File: config.mk
export PLATFORM = sky130hd
export DESIGN_NAME = sipo_deser
export DESIGN_NICKNAME = d
export VERILOG_FILES = /design/src/rtl/sipo_pkg.sv /design/src/rtl/sipo_shift_core.sv /design/src/rtl/sipo_deser.sv
export SDC_FILE = /design/constraint.sdc
export NUM_CORES = 1
export LEC_CHECK = 0
export BUFFER_PORTS_ARGS = -buffer_cell sky130_fd_sc_hd__buf_2
export CORE_MARGIN = 4
export CORE_UTILIZATION = 33
export CTS_CLUSTER_SIZE = 30
export DETAILED_ROUTE_END_ITERATION = 6
export PLACE_DENSITY = 0.65
export SYNTH_ARGS = -nofsm -noshare
export SYNTH_HDL_FRONTEND = slang
export SYNTH_SLANG_ARGS = --single-unit
File: constraint.sdc
create_clock -name clk -period 3.15 [get_ports clk]
set_input_delay 0.315 -clock clk [delete_from_list [all_inputs] [get_ports clk]]
set_output_delay 0.315 -clock clk [all_outputs]
set_load 0.05 [all_outputs]
File: src/rtl/sipo_pkg.sv
`default_nettype none
// ============================================================================
//  Module      : sipo_pkg
//  Description : Shared definitions for the serial-in / parallel-out
//                deserializer: counter width helper and output buffer
//                state encoding.
//  Revision    : 1.0 - initial release
// ============================================================================
package sipo_pkg;

    // Width of a counter that indexes 0..width-1 (never narrower than 1 bit).
    function automatic int CNT_W(input int width);
        return (width > 1) ? $clog2(width) : 1;
    endfunction

    // One-entry output buffer state.
    typedef enum logic [0:0] {
        BUF_EMPTY = 1'b0,
        BUF_FULL  = 1'b1
    } buf_state_t;

endpackage : sipo_pkg
`default_nettype wire

File: src/rtl/sipo_shift_core.sv
`default_nettype none
// ============================================================================
//  Module      : sipo_shift_core
//  Description : Shift register and bit counter. Collects qualified serial
//                bits and flags word_done (combinationally, in the cycle of
//                the last bit) together with the completed word.
//  Ports       : clk, reset        - clock, async active-high reset
//                serial_in         - serial data bit
//                serial_valid      - bit strobe
//                frame_start       - current bit is bit 0 of a new word
//                word_done         - this strobe completes a word
//                word              - completed word (valid with word_done)
//                bit_count         - bits held in the partial word
//  Revision    : 1.0 - initial release
// ============================================================================
module sipo_shift_core
    import sipo_pkg::*;
#(
    parameter int DATA_WIDTH = 8,
    parameter bit MSB_FIRST  = 1'b1
) (
    input  logic                            clk,
    input  logic                            reset,
    input  logic                            serial_in,
    input  logic                            serial_valid,
    input  logic                            frame_start,
    output logic                            word_done,
    output logic [DATA_WIDTH-1:0]           word,
    output logic [CNT_W(DATA_WIDTH)-1:0]    bit_count
);

    localparam int                C_CNT_W = CNT_W(DATA_WIDTH);
    localparam logic [C_CNT_W-1:0] c_LAST = C_CNT_W'(DATA_WIDTH - 1);
    localparam logic [C_CNT_W-1:0] c_ONE  = C_CNT_W'(1);

    logic [DATA_WIDTH-1:0] r_shift;
    logic [C_CNT_W-1:0]    r_count;
    logic [DATA_WIDTH-1:0] w_base_shift;
    logic [C_CNT_W-1:0]    w_base_count;
    logic [DATA_WIDTH-1:0] w_next_shift;
    logic                  w_done;

    // A frame_start bit restarts assembly: the partial word is discarded and
    // the incoming bit is treated as bit 0 of an empty register.
    always_comb begin
        w_base_shift = frame_start ? '0 : r_shift;
        w_base_count = frame_start ? '0 : r_count;
    end

    generate
        if (MSB_FIRST) begin : g_msb_first
            assign w_next_shift = {w_base_shift[DATA_WIDTH-2:0], serial_in};
        end else begin : g_lsb_first
            assign w_next_shift = {serial_in, w_base_shift[DATA_WIDTH-1:1]};
        end
    endgenerate

    assign w_done = serial_valid && (w_base_count == c_LAST);

    always_ff @(posedge clk or posedge reset) begin
        if (reset) begin
            r_shift <= '0;
            r_count <= '0;
        end else if (serial_valid) begin
            r_shift <= w_done ? '0 : w_next_shift;
            r_count <= w_done ? '0 : (w_base_count + c_ONE);
        end
    end

    assign word_done = w_done;
    assign word      = w_next_shift;
    assign bit_count = r_count;

endmodule : sipo_shift_core
`default_nettype wire

File: src/rtl/sipo_deser.sv
`default_nettype none
// ============================================================================
//  Module      : sipo_deser
//  Description : Serial-in, parallel-out deserializer with a one-entry
//                valid/ready output buffer and a sticky overrun flag for
//                words dropped under backpressure.
//  Ports       : clk, reset        - clock, async active-high reset
//                serial_in         - serial data bit
//                serial_valid      - bit strobe
//                frame_start       - resync marker, qualified by serial_valid
//                data_out          - buffered word
//                data_valid        - buffer holds a word
//                data_ready        - consumer accepts the word
//                overrun           - sticky word-dropped flag
//                clear_overrun     - synchronous clear of overrun
//                bit_count         - bits held in the partial word
//  Revision    : 1.0 - initial release
// ============================================================================
module sipo_deser
    import sipo_pkg::*;
#(
    parameter int DATA_WIDTH = 8,
    parameter bit MSB_FIRST  = 1'b1
) (
    input  logic                            clk,
    input  logic                            reset,
    input  logic                            serial_in,
    input  logic                            serial_valid,
    input  logic                            frame_start,
    output logic [DATA_WIDTH-1:0]           data_out,
    output logic                            data_valid,
    input  logic                            data_ready,
    output logic                            overrun,
    input  logic                            clear_overrun,
    output logic [CNT_W(DATA_WIDTH)-1:0]    bit_count
);

    buf_state_t            r_state;
    buf_state_t            w_state_next;
    logic [DATA_WIDTH-1:0] r_data;
    logic                  r_overrun;
    logic                  w_word_done;
    logic [DATA_WIDTH-1:0] w_word;
    logic                  w_handshake;
    logic                  w_load;
    logic                  w_drop;

    sipo_shift_core #(
        .DATA_WIDTH (DATA_WIDTH),
        .MSB_FIRST  (MSB_FIRST)
    ) u_core (
        .clk          (clk),
        .reset        (reset),
        .serial_in    (serial_in),
        .serial_valid (serial_valid),
        .frame_start  (frame_start),
        .word_done    (w_word_done),
        .word         (w_word),
        .bit_count    (bit_count)
    );

    assign w_handshake = (r_state == BUF_FULL) && data_ready;
    // A completing word may enter the buffer if it is empty or being drained
    // at this same edge; otherwise it is lost.
    assign w_load      = w_word_done && ((r_state == BUF_EMPTY) || data_ready);
    assign w_drop      = w_word_done && (r_state == BUF_FULL) && !data_ready;

    // State register
    always_ff @(posedge clk or posedge reset) begin
        if (reset) begin
            r_state <= BUF_EMPTY;
        end else begin
            r_state <= w_state_next;
        end
    end

    // Next-state logic
    always_comb begin
        w_state_next = r_state;
        case (r_state)
            BUF_EMPTY: if (w_word_done)                 w_state_next = BUF_FULL;
            BUF_FULL:  if (w_handshake && !w_word_done) w_state_next = BUF_EMPTY;
            default:                                    w_state_next = BUF_EMPTY;
        endcase
    end

    // Output logic (decoded from the state register only)
    always_comb begin
        data_valid = (r_state == BUF_FULL);
    end

    // Buffer data and sticky overrun; a drop takes priority over a clear.
    always_ff @(posedge clk or posedge reset) begin
        if (reset) begin
            r_data    <= '0;
            r_overrun <= 1'b0;
        end else begin
            if (w_load) begin
                r_data <= w_word;
            end
            if (w_drop) begin
                r_overrun <= 1'b1;
            end else if (clear_overrun) begin
                r_overrun <= 1'b0;
            end
        end
    end

    assign data_out = r_data;
    assign overrun  = r_overrun;

endmodule : sipo_deser
`default_nettype wire

==> impl_metrics.prom <==
# TYPE chip_impl_metric gauge
chip_impl_info{name="outcome",value="completed"} 1
chip_impl_metric{name="place_area",unit="sq mm"} 0.00101
chip_impl_metric{name="internal_power",unit="mW"} 0.421
chip_impl_metric{name="final_layout_size_suffix_gt1_frac",unit=""} 0.337
chip_impl_metric{name="syn-mean-instance-area",unit="sq um"} 11.1
chip_impl_info{name="cts_tree",value="yes"} 1
chip_impl_metric{name="max_cap_violations",unit=""} 0
chip_impl_info{name="cell_type_with_the_highest_aggregate_area_in_the_netlist",value="sky130_fd_sc_hd__dfrtp_1"} 1
chip_impl_metric{name="holdWs",unit="ns"} 0.115
chip_impl_metric{name="cts.clk_slew.worst_paths",unit="ns"} 0.11
chip_impl_metric{name="fin_worst_skew",unit="ns"} 0.00760
chip_impl_metric{name="syn-cell-area",unit="sq um"} 912
chip_impl_metric{name="antennaDiodeCount",unit=""} 0
chip_impl_info{name="critical_path.reg2reg.endpoint",value="data_out[6]"} 1
chip_impl_info{name="yosys_most_used_dff",value="sky130_fd_sc_hd__dfrtp_1"} 1
chip_impl_metric{name="maximum_fanout_along_the_worst_path",unit=""} 8
chip_impl_metric{name="tritoncts_num_sinks",unit=""} 20
chip_impl_metric{name="post_cts.repair.setup_buffers",unit=""} 0
chip_impl_metric{name="synth-seq-area-share",unit=""} 0.549
chip_impl_metric{name="synth_async_sr_flop_share",unit=""} 1.00
chip_impl_metric{name="post-route-worst-setup-slack",unit="ns"} 1.33
chip_impl_info{name="regToRegStartpoint",value="u_core.bit_count[0]"} 1
chip_impl_metric{name="r2r.worst_path.cells",unit=""} 6
chip_impl_metric{name="route.final.wire_length",unit="mm"} 1.56
chip_impl_metric{name="power.switching",unit="mW"} 0.145
chip_impl_metric{name="share_of_yosys_cell_area_claimed_by_the_top_area_cell_type",unit=""} 0.549
chip_impl_metric{name="row_count",unit=""} 18
chip_impl_metric{name="layout_stage_area_growth_over_the_synthesis_result",unit="%"} 16.9
chip_impl_metric{name="static-leakage-power",unit="nW"} 0.564
chip_impl_metric{name="synth-edff-count",unit=""} 0
chip_impl_metric{name="net_count_after_synthesis",unit=""} 91
chip_impl_info{name="critical_path_class",value="flip-flop to flip-flop"} 1
chip_impl_metric{name="floorplan.io_pins",unit=""} 20
chip_impl_metric{name="yosys_warnings",unit=""} 0
chip_impl_metric{name="vdd.ir_drop.worst",unit="mV"} 0.327
chip_impl_metric{name="initial_core_util",unit=""} 0.358
chip_impl_metric{name="clock_power_share",unit=""} 0.364
chip_impl_metric{name="worst_skew_pair.late_latency",unit="ns"} 0.30
chip_impl_metric{name="detail_route.first_pass.iterations",unit=""} 4
chip_impl_metric{name="via_count_of_the_first_global_routing_pass",unit=""} 601
chip_impl_metric{name="cts_buffer_count",unit=""} 3
chip_impl_metric{name="layout.cells.non_filler",unit=""} 131
chip_impl_metric{name="gr-total-overflow",unit=""} 0
chip_impl_metric{name="cp.arrival",unit="ns"} 2.01
chip_impl_metric{name="drt_iter0_drc",unit=""} 4
chip_impl_metric{name="die_w",unit="um"} 60.6
chip_impl_metric{name="clock_path_buffers",unit=""} 2
chip_impl_info{name="worst_hold_path_type",value="input pin to asynchronous set/reset pin"} 1
chip_impl_info{name="top_count_cell_post_synth",value="sky130_fd_sc_hd__dfrtp_1"} 1
chip_impl_metric{name="fin_crit_sh",unit=""} 0.579
chip_impl_metric{name="setup_slack_reg_to_reg",unit="ns"} 1.33
chip_impl_info{name="synth_common_cells",value="sky130_fd_sc_hd__dfrtp_1, sky130_fd_sc_hd__inv_1, sky130_fd_sc_hd__nor2_1"} 1
chip_impl_metric{name="relSlewSlack",unit=""} 0.514
chip_impl_metric{name="route.vias.total",unit=""} 604
chip_impl_metric{name="switching_share",unit=""} 0.256
chip_impl_metric{name="syn_inst",unit=""} 82
chip_impl_metric{name="flip_flop_and_latch_count_after_synthesis",unit=""} 20
chip_impl_info{name="crit_path_start",value="u_core.bit_count[0]"} 1
chip_impl_metric{name="antenna_found_initial",unit=""} 0
chip_impl_metric{name="finish.net_count",unit=""} 111
chip_impl_metric{name="dpl_worst_slack",unit="ns"} 1.21
chip_impl_metric{name="routed_wire_length_per_instance",unit="um"} 11.9
chip_impl_metric{name="antenna_violating_nets_remaining",unit=""} 0
chip_impl_metric{name="place_congestion",unit=""} 0.738
chip_impl_info{name="root_buffer",value="sky130_fd_sc_hd__clkbuf_4"} 1
chip_impl_metric{name="first_pass_grt_wire_length",unit="mm"} 2.74
chip_impl_metric{name="final.fill_count",unit=""} 257
chip_impl_metric{name="period_minus_slack",unit="ns"} 1.82
chip_impl_metric{name="placed_cells_incl_taps",unit=""} 127
chip_impl_metric{name="finalHoldViolations",unit=""} 0
chip_impl_metric{name="global_route.usage.total",unit=""} 0.103
chip_impl_metric{name="p_seq_frac",unit=""} 0.490
chip_impl_info{name="worstSetupEndpointType",value="flip-flop"} 1
chip_impl_metric{name="achievable-frequency",unit="MHz"} 549
chip_impl_info{name="cp-start-kind",value="flip-flop"} 1
chip_impl_metric{name="die_outline_area",unit="sq mm"} 0.00367
chip_impl_metric{name="setup_violations",unit=""} 0
chip_impl_metric{name="max_slew.worst_pin.slew",unit="ns"} 0.728
chip_impl_metric{name="finalSetupTns",unit="ns"} 0
chip_impl_metric{name="cts_max_level",unit=""} 1
chip_impl_metric{name="cts_repair_resized_insts",unit=""} 0
chip_impl_metric{name="placement.io_buffers",unit=""} 19
chip_impl_metric{name="combinationalPowerShare",unit=""} 0.146
chip_impl_metric{name="drc",unit=""} 0
chip_impl_metric{name="core_ar",unit="sq mm"} 0.00254
chip_impl_metric{name="grt_start_max_net_pins",unit=""} 21
chip_impl_metric{name="critPathRequiredTime",unit="ns"} 3.34
chip_impl_metric{name="post_drt_via_cell_ratio",unit=""} 4.61
chip_impl_info{name="timing.critical_path.to",value="data_out[6]"} 1
chip_impl_info{name="rsz0062_at_grt",value="false"} 1
chip_impl_metric{name="hold_buffers",unit=""} 0
chip_impl_metric{name="power_density",unit="mW/mm^2"} 531
chip_impl_metric{name="synth.lib_cells_used.distinct",unit=""} 17
chip_impl_metric{name="post-route-cell-area",unit="sq mm"} 0.00107
chip_impl_info{name="synth_area_leaders",value="sky130_fd_sc_hd__dfrtp_1, sky130_fd_sc_hd__mux2_4, sky130_fd_sc_hd__o21ai_0, sky130_fd_sc_hd__inv_1, sky130_fd_sc_hd__nor2_1"} 1
chip_impl_metric{name="place_hpwl",unit="mm"} 1.20
chip_impl_metric{name="slew_viol_final",unit=""} 0
chip_impl_metric{name="die_h",unit="um"} 60.6
## metrics by stage
stage | util | power [mW]
2_1_floorplan | - | 0.347
3_3_place_gp | 0.398 | 0.365
3_5_place_dp | 0.398 | 0.366
4_1_cts | 0.419 | 0.570
5_1_grt | 0.419 | 0.595
6_report | 0.419 | 0.566
## kinds of logic after synthesis
| family | Yosys count | synth area share |
|---|---|---|
| buffers and inverters | 15 | 0.0796 |
| adders and majority gates | 2 | 0.0274 |
| muxes | 8 | 0.132 |
| AOI/OAI and AO/OA | 11 | 0.0617 |
| DFF | 20 | 0.549 |
| and+or+nand+nor | 26 | 0.151 |
## sequential cells by signal (all words and copies together) (netlist names)
name              count
overrun               1
u_core.bit_count      3
u_core.r_shift        7
data_valid            1
data_out              8
## power by group through the flow
stage / logic (mW) / registers (mW) / clock network [mW]
2_1_floorplan: 0.0332 / 0.314 / 0
3_3_place_gp: 0.0829 / 0.282 / 0
3_5_place_dp: 0.0838 / 0.282 / 0
4_1_cts: 0.0839 / 0.278 / 0.208
5_1_grt: 0.0910 / 0.280 / 0.224
6_report: 0.0825 / 0.278 / 0.206
## metal layers
layer	up-vias	track usage	share of wire
met4	0	0.0557	0.026
met2	14	0.156	0.47
li1	299	-	-
met3	5	0.0213	0.039
met5	-	0	0
met1	286	0.137	0.46
## worst max-delay path, cell delays in order (launching register included)
cell                      delay, ns
sky130_fd_sc_hd__dfrtp_1       0.37
sky130_fd_sc_hd__nor2b_1       0.20
sky130_fd_sc_hd__ha_1          0.18
sky130_fd_sc_hd__ha_1          0.23
sky130_fd_sc_hd__nand2_4       0.08
sky130_fd_sc_hd__nor2b_4       0.32
sky130_fd_sc_hd__mux2_4        0.33
## worst min-delay path by stage
stage                      from             endpoint  slack (ns)
after floorplan           reset          data_out[0]        0.28
after global placement    reset          data_out[7]        0.47
after detailed placement  reset          data_out[7]        0.48
after CTS                 reset          data_out[3]        0.14
after global routing      reset  u_core.bit_count[0]        0.17
final                     reset  u_core.bit_count[0]        0.12
## cell usage in the layout (no fill, tap or decap)
| master | count |
|---|---|
| sky130_fd_sc_hd__inv_1 | 11 |
| sky130_fd_sc_hd__o22ai_1 | 1 |
| sky130_fd_sc_hd__buf_2 | 19 |
| sky130_fd_sc_hd__nor2b_4 | 1 |
| sky130_fd_sc_hd__nor2b_1 | 2 |
| sky130_fd_sc_hd__ha_1 | 2 |
| sky130_fd_sc_hd__o21ai_0 | 9 |
| sky130_fd_sc_hd__nor2_1 | 11 |
| sky130_fd_sc_hd__nand2_4 | 1 |
| sky130_fd_sc_hd__dfrtp_1 | 20 |
| sky130_fd_sc_hd__nand2_1 | 4 |
| sky130_fd_sc_hd__a21oi_1 | 1 |
| sky130_fd_sc_hd__mux2_4 | 8 |
| sky130_fd_sc_hd__nand3_1 | 6 |
| sky130_fd_sc_hd__nand2b_4 | 1 |
| sky130_fd_sc_hd__bufinv_16 | 1 |
| sky130_fd_sc_hd__clkbuf_4 | 3 |
## area by class of cell
type,instances,area (sq um),share of cell area
Clock buffer,3,22.5,0.0211
Clock inverter,1,30.0,0.0282
Inverter,11,41.3,0.0387
Multi-Input combinational cell,47,339,0.318
Sequential cell,20,500,0.469
Tap cell,30,37.5,0.0352
Timing Repair Buffer,19,95.1,0.0892
No activity file was read; power rests on OpenSTA's default activity.
